--- src/rtl/ltc2387_decimator_if.sv ---
// Sample stream from the LTC2387 deserializer and the decimated result stream to the DMA/FIFO.
interface ltc2387_decimator_if #(
   parameter int ADC_WIDTH = 18
);
   logic [ADC_WIDTH-1:0] adc0;
   logic [ADC_WIDTH-1:0] adc1;
   logic                 adc_valid;
   logic [ADC_WIDTH-1:0] dout0;
   logic [ADC_WIDTH-1:0] dout1;
   logic                 dout_valid;
   logic                 dout_ready;

   modport slave (
      input  adc0, adc1, adc_valid, dout_ready,
      output dout0, dout1, dout_valid
   );

   modport master (
      output adc0, adc1, adc_valid, dout_ready,
      input  dout0, dout1, dout_valid
   );
endinterface

--- src/rtl/ltc2387_decimator.sv ---
// Two-channel boxcar accumulate-and-dump decimator by 2^log2_dec with valid/ready output.
// Optional DECIMATOR_ROUND_EN: round-half-up before the shift and saturate to the sample range.
module ltc2387_decimator #(
   parameter int ADC_WIDTH    = 18,
   parameter int MAX_LOG2_DEC = 8
) (
   input  logic               clk,
   input  logic               resetn,
   input  logic               enable,
   input  logic [3:0]         log2_dec,
   ltc2387_decimator_if.slave bus,
   output logic               overrun,
   input  logic               clear_overrun
);
   localparam int         ACC_W   = ADC_WIDTH + MAX_LOG2_DEC;
   localparam int         CW      = MAX_LOG2_DEC;
   localparam logic [3:0] MAX_DEC = 4'(MAX_LOG2_DEC);

   typedef enum logic {IDLE = 1'b0, ACCUM = 1'b1} state_t;
   state_t state, state_next;

   logic signed [ACC_W-1:0] acc0, acc1, ext0, ext1, sum0, sum1;
   logic [CW-1:0]           cnt, cnt_last;
   logic [CW:0]             one_shift;
   logic [3:0]              dec_l, dec_req, dec_eff;
   logic                    accept, first, last, transfer;
   logic [ADC_WIDTH-1:0]    res0, res1;

`ifdef DECIMATOR_ROUND_EN
   localparam logic signed [ACC_W:0] SAT_MAX = (ACC_W+1)'((2 ** (ADC_WIDTH - 1)) - 1);
   localparam logic signed [ACC_W:0] SAT_MIN = ~SAT_MAX;

   function automatic logic [ADC_WIDTH-1:0] round_sat(
      input logic signed [ACC_W-1:0] sum,
      input logic [3:0]              dec,
      input logic [CW:0]             pow
   );
      logic signed [ACC_W:0] biased;
      logic signed [ACC_W:0] shifted;
      // pow >> 1 is the half-LSB bias, and is zero for a pass-through window
      biased  = {sum[ACC_W-1], sum} + (ACC_W+1)'(pow >> 1);
      shifted = biased >>> dec;
      if (shifted > SAT_MAX) begin
         return ADC_WIDTH'(SAT_MAX);
      end else if (shifted < SAT_MIN) begin
         return ADC_WIDTH'(SAT_MIN);
      end else begin
         return ADC_WIDTH'(shifted);
      end
   endfunction
`endif

   // State register
   always_ff @(posedge clk or negedge resetn) begin
      if (!resetn) begin
         state <= IDLE;
      end else begin
         state <= state_next;
      end
   end

   // Next-state logic
   always_comb begin
      state_next = state;
      case (state)
         IDLE: begin
            if (enable && bus.adc_valid) begin
               state_next = ACCUM;
            end else begin
               state_next = IDLE;
            end
         end
         ACCUM: begin
            if (!enable) begin
               state_next = IDLE;
            end else begin
               state_next = ACCUM;
            end
         end
         default: state_next = IDLE;
      endcase
   end

   // Window bookkeeping and the candidate result for the current sample
   always_comb begin
      dec_req   = (log2_dec > MAX_DEC) ? MAX_DEC : log2_dec;
      accept    = enable & bus.adc_valid;
      first     = (state == IDLE) || (cnt == {CW{1'b0}});
      dec_eff   = first ? dec_req : dec_l;
      one_shift = {{CW{1'b0}}, 1'b1} << dec_eff;
      cnt_last  = CW'(one_shift - {{CW{1'b0}}, 1'b1});
      last      = accept && (cnt == cnt_last);
      transfer  = bus.dout_valid & bus.dout_ready;
      ext0      = {{MAX_LOG2_DEC{bus.adc0[ADC_WIDTH-1]}}, bus.adc0};
      ext1      = {{MAX_LOG2_DEC{bus.adc1[ADC_WIDTH-1]}}, bus.adc1};
      sum0      = acc0 + ext0;
      sum1      = acc1 + ext1;
`ifdef DECIMATOR_ROUND_EN
      res0      = round_sat(sum0, dec_eff, one_shift);
      res1      = round_sat(sum1, dec_eff, one_shift);
`else
      res0      = ADC_WIDTH'(sum0 >>> dec_eff);
      res1      = ADC_WIDTH'(sum1 >>> dec_eff);
`endif
   end

   // Accumulators, window counter and latched ratio
   always_ff @(posedge clk or negedge resetn) begin
      if (!resetn) begin
         acc0  <= {ACC_W{1'b0}};
         acc1  <= {ACC_W{1'b0}};
         cnt   <= {CW{1'b0}};
         dec_l <= 4'd0;
      end else if (!enable) begin
         acc0 <= {ACC_W{1'b0}};
         acc1 <= {ACC_W{1'b0}};
         cnt  <= {CW{1'b0}};
      end else if (accept) begin
         dec_l <= dec_eff;
         if (last) begin
            acc0 <= {ACC_W{1'b0}};
            acc1 <= {ACC_W{1'b0}};
            cnt  <= {CW{1'b0}};
         end else begin
            acc0 <= sum0;
            acc1 <= sum1;
            cnt  <= cnt + CW'(1);
         end
      end
   end

   // Output register, handshake and sticky overrun (set beats clear)
   always_ff @(posedge clk or negedge resetn) begin
      if (!resetn) begin
         bus.dout0      <= {ADC_WIDTH{1'b0}};
         bus.dout1      <= {ADC_WIDTH{1'b0}};
         bus.dout_valid <= 1'b0;
         overrun        <= 1'b0;
      end else begin
         if (last && (!bus.dout_valid || bus.dout_ready)) begin
            bus.dout0      <= res0;
            bus.dout1      <= res1;
            bus.dout_valid <= 1'b1;
         end else if (transfer) begin
            bus.dout_valid <= 1'b0;
         end
         if (last && bus.dout_valid && !bus.dout_ready) begin
            overrun <= 1'b1;
         end else if (clear_overrun) begin
            overrun <= 1'b0;
         end
      end
   end
endmodule

--- src/flat_wrapper.sv ---
// flat-port wrapper written by rule: the top's interface ports become plain ports
module ltc2387_decimator_flat 
#(
   parameter int ADC_WIDTH    = 18,
   parameter int MAX_LOG2_DEC = 8
)
  (clk, resetn, enable, log2_dec, overrun, clear_overrun, bus_adc0, bus_adc1, bus_adc_valid, bus_dout_ready, bus_dout0, bus_dout1, bus_dout_valid);
  ltc2387_decimator_if #(.ADC_WIDTH(ADC_WIDTH)) bus_i ();
  input  logic clk;
  input  logic resetn;
  input  logic enable;
  input  logic [3:0] log2_dec;
  output logic overrun;
  input  logic clear_overrun;
  input wire logic [$bits(bus_i.adc0)-1:0] bus_adc0;
  input wire logic [$bits(bus_i.adc1)-1:0] bus_adc1;
  input wire logic [$bits(bus_i.adc_valid)-1:0] bus_adc_valid;
  input wire logic [$bits(bus_i.dout_ready)-1:0] bus_dout_ready;
  output wire logic [$bits(bus_i.dout0)-1:0] bus_dout0;
  output wire logic [$bits(bus_i.dout1)-1:0] bus_dout1;
  output wire logic [$bits(bus_i.dout_valid)-1:0] bus_dout_valid;
  assign bus_i.adc0 = bus_adc0;
  assign bus_i.adc1 = bus_adc1;
  assign bus_i.adc_valid = bus_adc_valid;
  assign bus_i.dout_ready = bus_dout_ready;
  assign bus_dout0 = bus_i.dout0;
  assign bus_dout1 = bus_i.dout1;
  assign bus_dout_valid = bus_i.dout_valid;
  ltc2387_decimator #(.ADC_WIDTH(ADC_WIDTH), .MAX_LOG2_DEC(MAX_LOG2_DEC)) u_core (.clk(clk), .resetn(resetn), .enable(enable), .log2_dec(log2_dec), .bus(bus_i), .overrun(overrun), .clear_overrun(clear_overrun));
endmodule
--- config.mk ---
export PLATFORM = sky130hd
export DESIGN_NAME = ltc2387_decimator_flat
export DESIGN_NICKNAME = d
export VERILOG_FILES = /design/src/rtl/ltc2387_decimator_if.sv /design/src/rtl/ltc2387_decimator.sv /design/src/flat_wrapper.sv
export SDC_FILE = /design/constraint.sdc
export NUM_CORES = 1
export LEC_CHECK = 0
export ABC_AREA = 1
export ABC_CLOCK_PERIOD_IN_PS = 3600
export BUFFER_PORTS_ARGS = -buffer_cell sky130_fd_sc_hd__buf_2
export CORE_MARGIN = 10
export CORE_UTILIZATION = 53
export CTS_CLUSTER_SIZE = 24
export DETAILED_ROUTE_END_ITERATION = 10
export GPL_TIMING_DRIVEN = 0
export PLACE_DENSITY_LB_ADDON = 0.08
export REMOVE_ABC_BUFFERS = 1
export SLEW_MARGIN = 20
export SYNTH_ARGS = -nofsm -noshare
export SYNTH_HDL_FRONTEND = slang
export SYNTH_SLANG_ARGS = --single-unit
--- constraint.sdc ---
create_clock -name clk -period 3.6 [get_ports clk]
set_input_delay 0.72 -clock clk [delete_from_list [all_inputs] [get_ports clk]]
set_output_delay 0.72 -clock clk [all_outputs]
set_load 0.05 [all_outputs]
Yosys cells after proc, flatten, opt, wreduce, memory -nomap -nowiden
Cells that the tools add are included.

storage, ports and cells
  logic and storage cells = 53
  bits in registers = 103

operators by class
  add/sub/neg operators = 4
  bitwise gates (word level) = 3
  multiplexer cells = 18
  $lt $le $gt $ge = 1
  equality and inequality tests = 2
  reductions and logical operators = 13
  shift operators = 3

operator list
  cell                                                                      number
  26-bit two-way mux                                                        6
  26-bit by 18-bit adder with 26-bit output                                 2
  26-bit by 4-bit >>> shifter with 18-bit output                            2
  8-bit two-way mux                                                         3
  8-bit by 1-bit adder with 8-bit output (second input constant)            1
  8-bit == test                                                             1
  8-bit zero test                                                           1
  4-bit two-way mux                                                         2
  1-bit by 4-bit << shifter with 8-bit output (first input constant)        1
  8-bit by 1-bit subtractor with 8-bit output (second input constant)       1
  1-bit two-way mux                                                         6
  1-bit logical AND                                                         5
  4-bit greater-than comparator (second input constant)                     1
  2-bit nonzero test                                                        2
  1-bit bitwise AND                                                         2
  1-bit zero test                                                           2
  1-bit logical OR                                                          2
  2-bit by 1-bit inequality test with 1-bit output (second input constant)  1
  1-bit case mux with 2 select lines                                        1
  2-bit AND reduction                                                       1
  1-bit NOT                                                                 1

Longest topological paths before layout
Gate-level depths: netlist of the first run.

  word-level depth = 10
  depth in mapped cells = 24
  depth with buffers taken out = 23

Worst setup path before layout of the first run
Ideal clock, no wire load.

  kind = register to register
  start point = register u_core.cnt[0]
  end point = register u_core.bus.dout0[10]
  setup slack = 0.278 ns
  buffers on the path = 3
  period minus slack after synthesis = 3.322 ns
  data arrival time = 3.205 ns
  stages on the path, launching flop included = 24
  library setup time = 0.118 ns
  cell sequence = dfrtp_1 -> inv_1 -> ha_1 -> nand2_1 -> nor2_2 -> nand2_4 -> nand2_4 -> nand2_1 -> nand2_2 -> buf_2 -> buf_1 -> nand2_1 -> ha_1 -> xnor2_1 -> nand3b_1 -> nor2_1 -> nand3_1 -> nor2_1 -> nand2_1 -> nor2_2 -> nand3_2 -> buf_2 -> nand2_1 -> nand2_1

between the ends
  longest elaborated chain between the ends = 8
  elaborated cells between the ends (all ways) = 9
  classes of those cells = add/sub (1); eq/ne (1); shift (2); mux (1); reduce/logical (4)

ends and longest elaborated chain
  item                                         line                        RTL
  from (decl)                                  ltc2387_decimator.sv:23     logic [CW-1:0] cnt, cnt_last;
  from (signal assigned)                       ltc2387_decimator.sv:112    cnt <= {CW{1'b0}};
  from (signal assigned)                       ltc2387_decimator.sv:117    cnt <= {CW{1'b0}};
  from (signal assigned)                       ltc2387_decimator.sv:123    cnt <= {CW{1'b0}};
  8-bit zero test                              ltc2387_decimator.sv:88     first = (state == IDLE) || (cnt == {CW{1'b0}});
  1-bit logical OR                             ltc2387_decimator.sv:88
  4-bit two-way mux                            ltc2387_decimator.sv:89     dec_eff = first ? dec_req : dec_l;
  1-bit by 4-bit << shifter with 8-bit output  ltc2387_decimator.sv:90     one_shift = {{CW{1'b0}}, 1'b1} << dec_eff;
  8-bit by 1-bit subtractor with 8-bit output  ltc2387_decimator.sv:91     cnt_last = CW'(one_shift - {{CW{1'b0}}, 1'b1});
  8-bit == test                                ltc2387_decimator.sv:92     last = accept && (cnt == cnt_last);
  1-bit logical AND                            ltc2387_decimator.sv:92
  1-bit logical AND                            ltc2387_decimator.sv:140    if (last && (!bus.dout_valid || bus.dout_ready)) begin
  to (signal assigned)                         ltc2387_decimator.sv:135    bus.dout0 <= {ADC_WIDTH{1'b0}};
  to (signal assigned)                         ltc2387_decimator.sv:141    bus.dout0 <= res0;
  to (decl)                                    ltc2387_decimator_if.sv:15  output dout0, dout1, dout_valid

Several ways; a longest one is shown, not always the timed one.
A chain may end at the register's enable or synchronous reset.

Worst setup path after layout of the first run
  start point = register u_core.cnt[1]
  end point = register u_core.bus.dout0[7]

The elaborated chain is that of the path after synthesis.

==> results of run 1 <==
[cell families after synthesis]
logic type | share of synthesized area [%]
buffers and inverters | 11.0
xor gates and xnor gates | 1.59
adders and majority gates | 6.74
and+or+nand+nor | 48.8
AOI/OAI and AO/OA | 7.05
muxes | 0.0959
DFF | 24.7
[layer usage]
metal	vias up	wire length, um
met3	130	4650
met5	-	0
met4	0	1610
li1	5986	-
met2	772	16100
met1	5591	17000
[report_power, final]
| group | total (W) | leakage [nW] | switching, W | internal [W] |
|---|---|---|---|---|
| Combinational | 0.00264 | 5.48 | 0.00179 | 0.000846 |
| Clock | 0.00102 | 0.139 | 0.000527 | 0.000490 |
| Sequential | 0.00132 | 1.40 | 0.0000726 | 0.00125 |
[flip-flops by register name, summed over array words and instances (netlist names)]
register	count
u_core.acc0	26
u_core.state	1
u_core.bus.dout_valid	1
u_core.dec_l	4
u_core.bus.dout0	18
u_core.overrun	1
u_core.acc1	26
u_core.cnt	8
u_core.bus.dout1	18
[worst reg2reg max path: stages (launching register included)]
cell	delay (ps)
dfrtp_1	430
inv_2	100
ha_4	130
nand2_2	60
nor2_4	140
nand2_8	120
nand2_8	200
o21ai_4	110
nand2_4	120
nand2_4	80
nor2_4	110
nand2_2	80
ha_4	220
xnor2_1	120
nand3b_1	200
inv_1	80
nand2_1	50
nor2_1	90
nand3_1	110
nor2_4	140
nand3_4	120
nor2_4	280
buf_12	170
nand2_1	110
nand2_1	90
[cells in the mapped netlist (2+ instances only)]
cell,n
nand2_1,673
nand3_1,353
inv_1,227
dfrtp_1,103
o21ai_0,79
nor2_1,75
ha_1,53
a21oi_1,32
clkbuf_1,31
nand4_1,19
and2_1,14
buf_2,12
buf_1,11
o22ai_1,11
xnor2_1,11
or2_2,10
nand2_2,9
inv_2,8
xor2_1,8
nor3_1,6
nor2_2,5
o211ai_1,5
buf_6,4
nand2_4,4
nand3b_1,4
a21o_1,3
nand3_2,3
a31oi_1,2
fa_1,2
nor2_4,2
[repair_timing]
item,in CTS,in global routing
buffers inserted,16,31
pin swaps,11,26
cloned,10,7
resized for setup,36,44
endpoints found under the setup margin,98,97
[per-stage QoR]
stage,utilization (%),setup TNS [ps]
global placement,56.3,-203290
detailed placement,56.7,-115790
finish,63.7,0
CTS,60.6,0
floorplan,-,-43300
global route,63.7,-2870
[layout make-up]
| type | instances | area, um^2 | share of cell area (%) |
|---|---|---|---|
| Clock inverter | 6 | 61.3 | 0.496 |
| Sequential cell | 103 | 2580 | 20.9 |
| Timing Repair Buffer | 137 | 996 | 8.06 |
| Inverter | 236 | 892 | 7.22 |
| Tap cell | 265 | 332 | 2.68 |
| Multi-Input combinational cell | 1404 | 7270 | 58.8 |
| Clock buffer | 10 | 229 | 1.85 |
[path summary, 6_finish.rpt]
| path | start | to | slack (ps) |
|---|---|---|---|
| worst min-delay path | resetn | u_core.acc1[16] | 260 |
| worst min register to register | u_core.bus.dout1[8] | u_core.bus.dout1[8] | 480 |
| worst max-delay path | u_core.cnt[1] | u_core.bus.dout0[7] | 60 |
| worst max register to register | u_core.cnt[1] | u_core.bus.dout0[7] | 60 |
| min in group clk | u_core.bus.dout1[8] | u_core.bus.dout1[8] | 480 |
| max in group asynchronous | resetn | u_core.cnt[3] | 2660 |
==> impl_metrics.tcl, run 1 <==
set metrics [dict create \
    htreeDepth 3 \
    grt_max_degree 63 \
    drv_slew 0 \
    power_leakage_nw 7.02 \
    synth_flop_cell "dfrtp_1" \
    grt_use_total_pct 28.2 \
    startpoint_type "flip-flop" \
    tightest_slew_ps 900 \
    mostFrequentLayoutCells "nand2_1 (653), nand3_1 (349), inv_1 (223)" \
    required_ps 3910 \
    diodes 0 \
    crit_top_cell "nor2_4" \
    synth-async-reset-ratio_pct 100 \
    pre_cts_ws_ps -1640 \
    dr.first_iter.drc_count 1358 \
    status "finished clean" \
    cts_inserted_buffers 9 \
    fin_cells 2161 \
    layout_commonest_cell "nand2_1" \
    dieArea_mm2 0.0257 \
    fin_crit_sh_pct 98.3 \
    place_area_mm2 0.0110 \
    synth_largest_area_cell "dfrtp_1" \
    fillers 1905 \
    cts_tree "built" \
    synth-edff-count 0 \
    ios 84 \
    critPathMaxFanout 7 \
    ctsHoldBuffers 0 \
    grt_use_met2_pct 41.6 \
    setup_viol 0 \
    drive_above_1_share_pct 12.7 \
    wirelength_um 39400 \
    p_per_area_mw_per_mm2 403 \
    cp.depth 24 \
    critPathArrivalTime_ps 3850 \
    dp_cells 2080 \
    syn_inst 1787 \
    crit_chain "inv_2 -> ha_4 -> nand2_2 -> nor2_4 -> nand2_8 -> nand2_8 -> o21ai_4 -> nand2_4 -> nand2_4 -> nor2_4 -> nand2_2 -> ha_4 -> xnor2_1 -> nand3b_1 -> inv_1 -> nand2_1 -> nor2_1 -> nand3_1 -> nor2_4 -> nand3_4 -> nor2_4 -> buf_12 -> nand2_1 -> nand2_1" \
    drt-wirelength-per-cell_um 18.2 \
    start_util_pct 53.8 \
    core.rowCount 51 \
    worstSetupPathType "reg -> reg" \
    netlist_area_mm2 0.0104 \
    vias 12500 \
    fmax_ghz 0.283 \
    num-nets-final 1992 \
    p_total_w 0.00498 \
    busiest_layer "met2" \
    numPortBuffers 83 \
    grt_pass1_wl_um 59100 \
    grt-ovfl-total 0 \
    ir_worst_vdd_mv 0.253 \
    post-dp-hpwl_um 25300 \
    clk_latency_ps 370 \
    relSlewSlack_pct 40.0 \
    fin_area_mm2 0.0124 \
    hp-class "in -> async" \
    ys_seq_elements 103 \
    r2r_cells 24 \
    final-hold-violation-count 0 \
    use_met3_pct 6.11 \
    cp_top_family "simple AND/OR/NAND/NOR gates" \
    hold_ws_ps 260 \
    critPathSlowestCell "dfrtp_1" \
    fin_skew_ps 10.3 \
    drv_cap 0 \
    yosysUniqueCellTypes 38 \
    root_buffer "clkbuf_16" \
    core_area_mm2 0.0194 \
    min_period_ps 3540 \
    grt_pass1_vias 11100 \
    antenna_found_initial 0 \
    yosysWarnings 0 \
    crit_path_end_kind "flip-flop" \
    ys_seq_area_share_pct 24.7 \
    avgSynthCellArea_um2 5.84 \
    drtPass1Iterations 6 \
    syn_to_final_growth_pct 18.4 \
    clock_path_buffers 2 \
    use_met1_pct 39.7 \
    max_stage_delay_ps 430 \
    die_h_um 160 \
    critical_path_buf_inv_count 3 \
    synth_area_leaders "dfrtp_1 (25%), nand2_1 (24%), nand3_1 (17%), inv_1 (8.2%), ha_1 (6.4%)" \
    fin_ws_ps 62.2 \
    place_congestion 0.957 \
    synth_top_area_share_pct 24.7 \
    antenna_left 0 \
    die_x_um 160 \
    cts.sinks 103 \
    clkTransAtPathRegs_ps 80 \
    drc 0 \
    viasPerCell 5.77 \
]
Note: power is estimated with default switching activity, not from simulation.
==> inputs of run 2 (changes only) <==
- BUFFER_PORTS_ARGS: -buffer_cell sky130_fd_sc_hd__buf_2 -> not set
- DONT_BUFFER_PORTS: not set -> 1
- PLACE_DENSITY_LB_ADDON: 0.08 -> 0.05
==> run 2 against run 1 <==
- sequential cell count unchanged
- via count shrank 5.3%
- worst setup slack got worse by 1.1 ps
- non-clock buffer count decreased by 107
- sequential power is essentially flat
- sequential share of layout area increased by 1.4 points
- final cell count decreased by 5.0%
- design area decreased by 6.4%
- core utilization fell by 4.1 points
- wire length fell by 3.6%
- clock-buffer cell count did not move
- maximum frequency hardly changed
- critical endpoint is now u_core.bus.dout1[9]
- largest power group unchanged
==> impl_metrics.tcl, run 2 (synthesized netlist as in run 1, its figures left out) <==
set metrics [dict create \
    status "finished clean" \
    vias 11800 \
    clk_latency_ps 370 \
    drtPass1Iterations 8 \
    grt_use_total_pct 27.7 \
    dieArea_mm2 0.0257 \
    clock_path_buffers 2 \
    antenna_left 0 \
    final-hold-violation-count 0 \
    post-dp-hpwl_um 25400 \
    grt_pass1_vias 10700 \
    grt_max_degree 104 \
    drc 0 \
    critPathSlowestCell "dfrtp_1" \
    fillers 1971 \
    ios 84 \
    crit_top_cell "nand2_2" \
    core.rowCount 51 \
    tightest_slew_ps 1100 \
    antenna_found_initial 0 \
    p_total_w 0.00483 \
    die_x_um 160 \
    place_congestion 0.967 \
    hp-class "in -> async" \
    cts.sinks 103 \
    required_ps 3860 \
    cts_inserted_buffers 9 \
    p_per_area_mw_per_mm2 418 \
    wirelength_um 37900 \
    ir_worst_vdd_mv 0.255 \
    fin_util_pct 59.6 \
    max_stage_delay_ps 410 \
    relSlewSlack_pct 26.4 \
    critPathMaxFanout 8 \
    critPathArrivalTime_ps 3800 \
    crit_path_end_kind "flip-flop" \
    drt-wirelength-per-cell_um 18.5 \
    die_h_um 160 \
    drv_cap 0 \
    root_buffer "clkbuf_16" \
    syn_to_final_growth_pct 10.8 \
    cts_tree "built" \
    start_util_pct 53.8 \
    fin_crit_sh_pct 98.3 \
    diodes 0 \
    clkTransAtPathRegs_ps 90 \
    drive_above_1_share_pct 6.77 \
    grt_pass1_wl_um 57900 \
    core_area_mm2 0.0194 \
    drv_slew 0 \
    power_leakage_nw 6.44 \
    fmax_ghz 0.283 \
    layout_commonest_cell "nand2_1" \
    min_period_ps 3540 \
    numPortBuffers 0 \
    ctsHoldBuffers 0 \
    viasPerCell 5.76 \
    worstSetupPathType "reg -> reg" \
    htreeDepth 3 \
    mostFrequentLayoutCells "nand2_1 (663), nand3_1 (349), inv_1 (223)" \
    startpoint_type "flip-flop" \
    num-nets-final 1883 \
    dr.first_iter.drc_count 1402 \
    rrSetupSlack_ps 60 \
    critical_path_buf_inv_count 4 \
    tns_ps 0 \
    cp_top_family "simple AND/OR/NAND/NOR gates" \
    grt-ovfl-total 0 \
    largest_registers "u_core.acc0 x26, u_core.acc1 x26" \
    setup_viol 0 \
    fin_skew_ps 14.9 \
]
[run 2: what timing repair did]
action | in CTS | in global routing
endpoints found under the setup margin | 98 | 87
buffers inserted | 23 | 3
pin swaps | 10 | 16
resized for setup | 29 | 31
gates cloned | 8 | 6
[run 2: worst paths after layout]
path                                 startpoint                   end  cells past startpoint
worst min-delay path                     resetn  u_core.bus.dout1[12]                      0
worst max-delay path              u_core.cnt[1]   u_core.bus.dout1[9]                     25
min in group clk                  clear_overrun        u_core.overrun                      1
max in group asynchronous                resetn  u_core.bus.dout0[15]                      0
worst min register to register  u_core.dec_l[2]       u_core.dec_l[2]                      2
worst max register to register    u_core.cnt[1]   u_core.bus.dout1[9]                     25
[run 2: through the flow]
| stage | cells | setup WS (ps) | hold WS (ps) | instance area (um^2) |
|---|---|---|---|---|
| final | 2052 | 61.2 | 40.6 | 11600 |
| after global routing | 2052 | -85.5 | 30.5 | 11600 |
| after CTS | 2043 | 31.1 | 32.7 | 11300 |
| after detailed placement | 1996 | -1740 | 430 | 10500 |
| after global placement | 1994 | -2540 | 429 | 10500 |
| after floorplan | 1729 | -662 | 424 | 10200 |
[run 2: layout make-up]
| type | instances | area, um^2 | share of cell area, % |
|---|---|---|---|
| Clock buffer | 10 | 229 | 1.98 |
| Tap cell | 265 | 332 | 2.87 |
| Inverter | 236 | 895 | 7.73 |
| Multi-Input combinational cell | 1402 | 7140 | 61.7 |
| Timing Repair Buffer | 30 | 334 | 2.89 |
| Clock inverter | 6 | 62.6 | 0.541 |
| Sequential cell | 103 | 2580 | 22.3 |
[run 2: worst register-to-register path: stages (launching register included)]
cell      delay (ps)
dfrtp_1          410
inv_2             80
ha_2             180
nand2_2           70
nor2_4           120
nand2_4          130
nand2_8          170
o21ai_2           90
nand2_2          130
buf_12           130
nand2_4           70
nor2_4           100
nand2_2           70
ha_4             220
xnor2_2          130
nand3b_1         200
nor2_1           110
nand3_1           90
nor2_1           110
nand2_1           90
nor2_4           130
buf_12           140
nand3_4          120
buf_12           220
nand2_2           60
nand2_1           70
[run 2: report_power, final]
group          leakage (nW)  internal [W]  switching (W)
sequential             1.40       0.00125       0.000102
combinational          4.90      0.000789        0.00167
clock                 0.142      0.000490       0.000531
[run 2: metal layers]
metal	vias up	wire (um)	GRT usage, %	part of all wire [%]
li1	5754	-	-	-
met1	5357	17100	39.1	45
met2	637	15600	41.2	41
met3	68	4190	6.65	11
met4	0	1010	7.85	2.7
met5	-	0	0	0
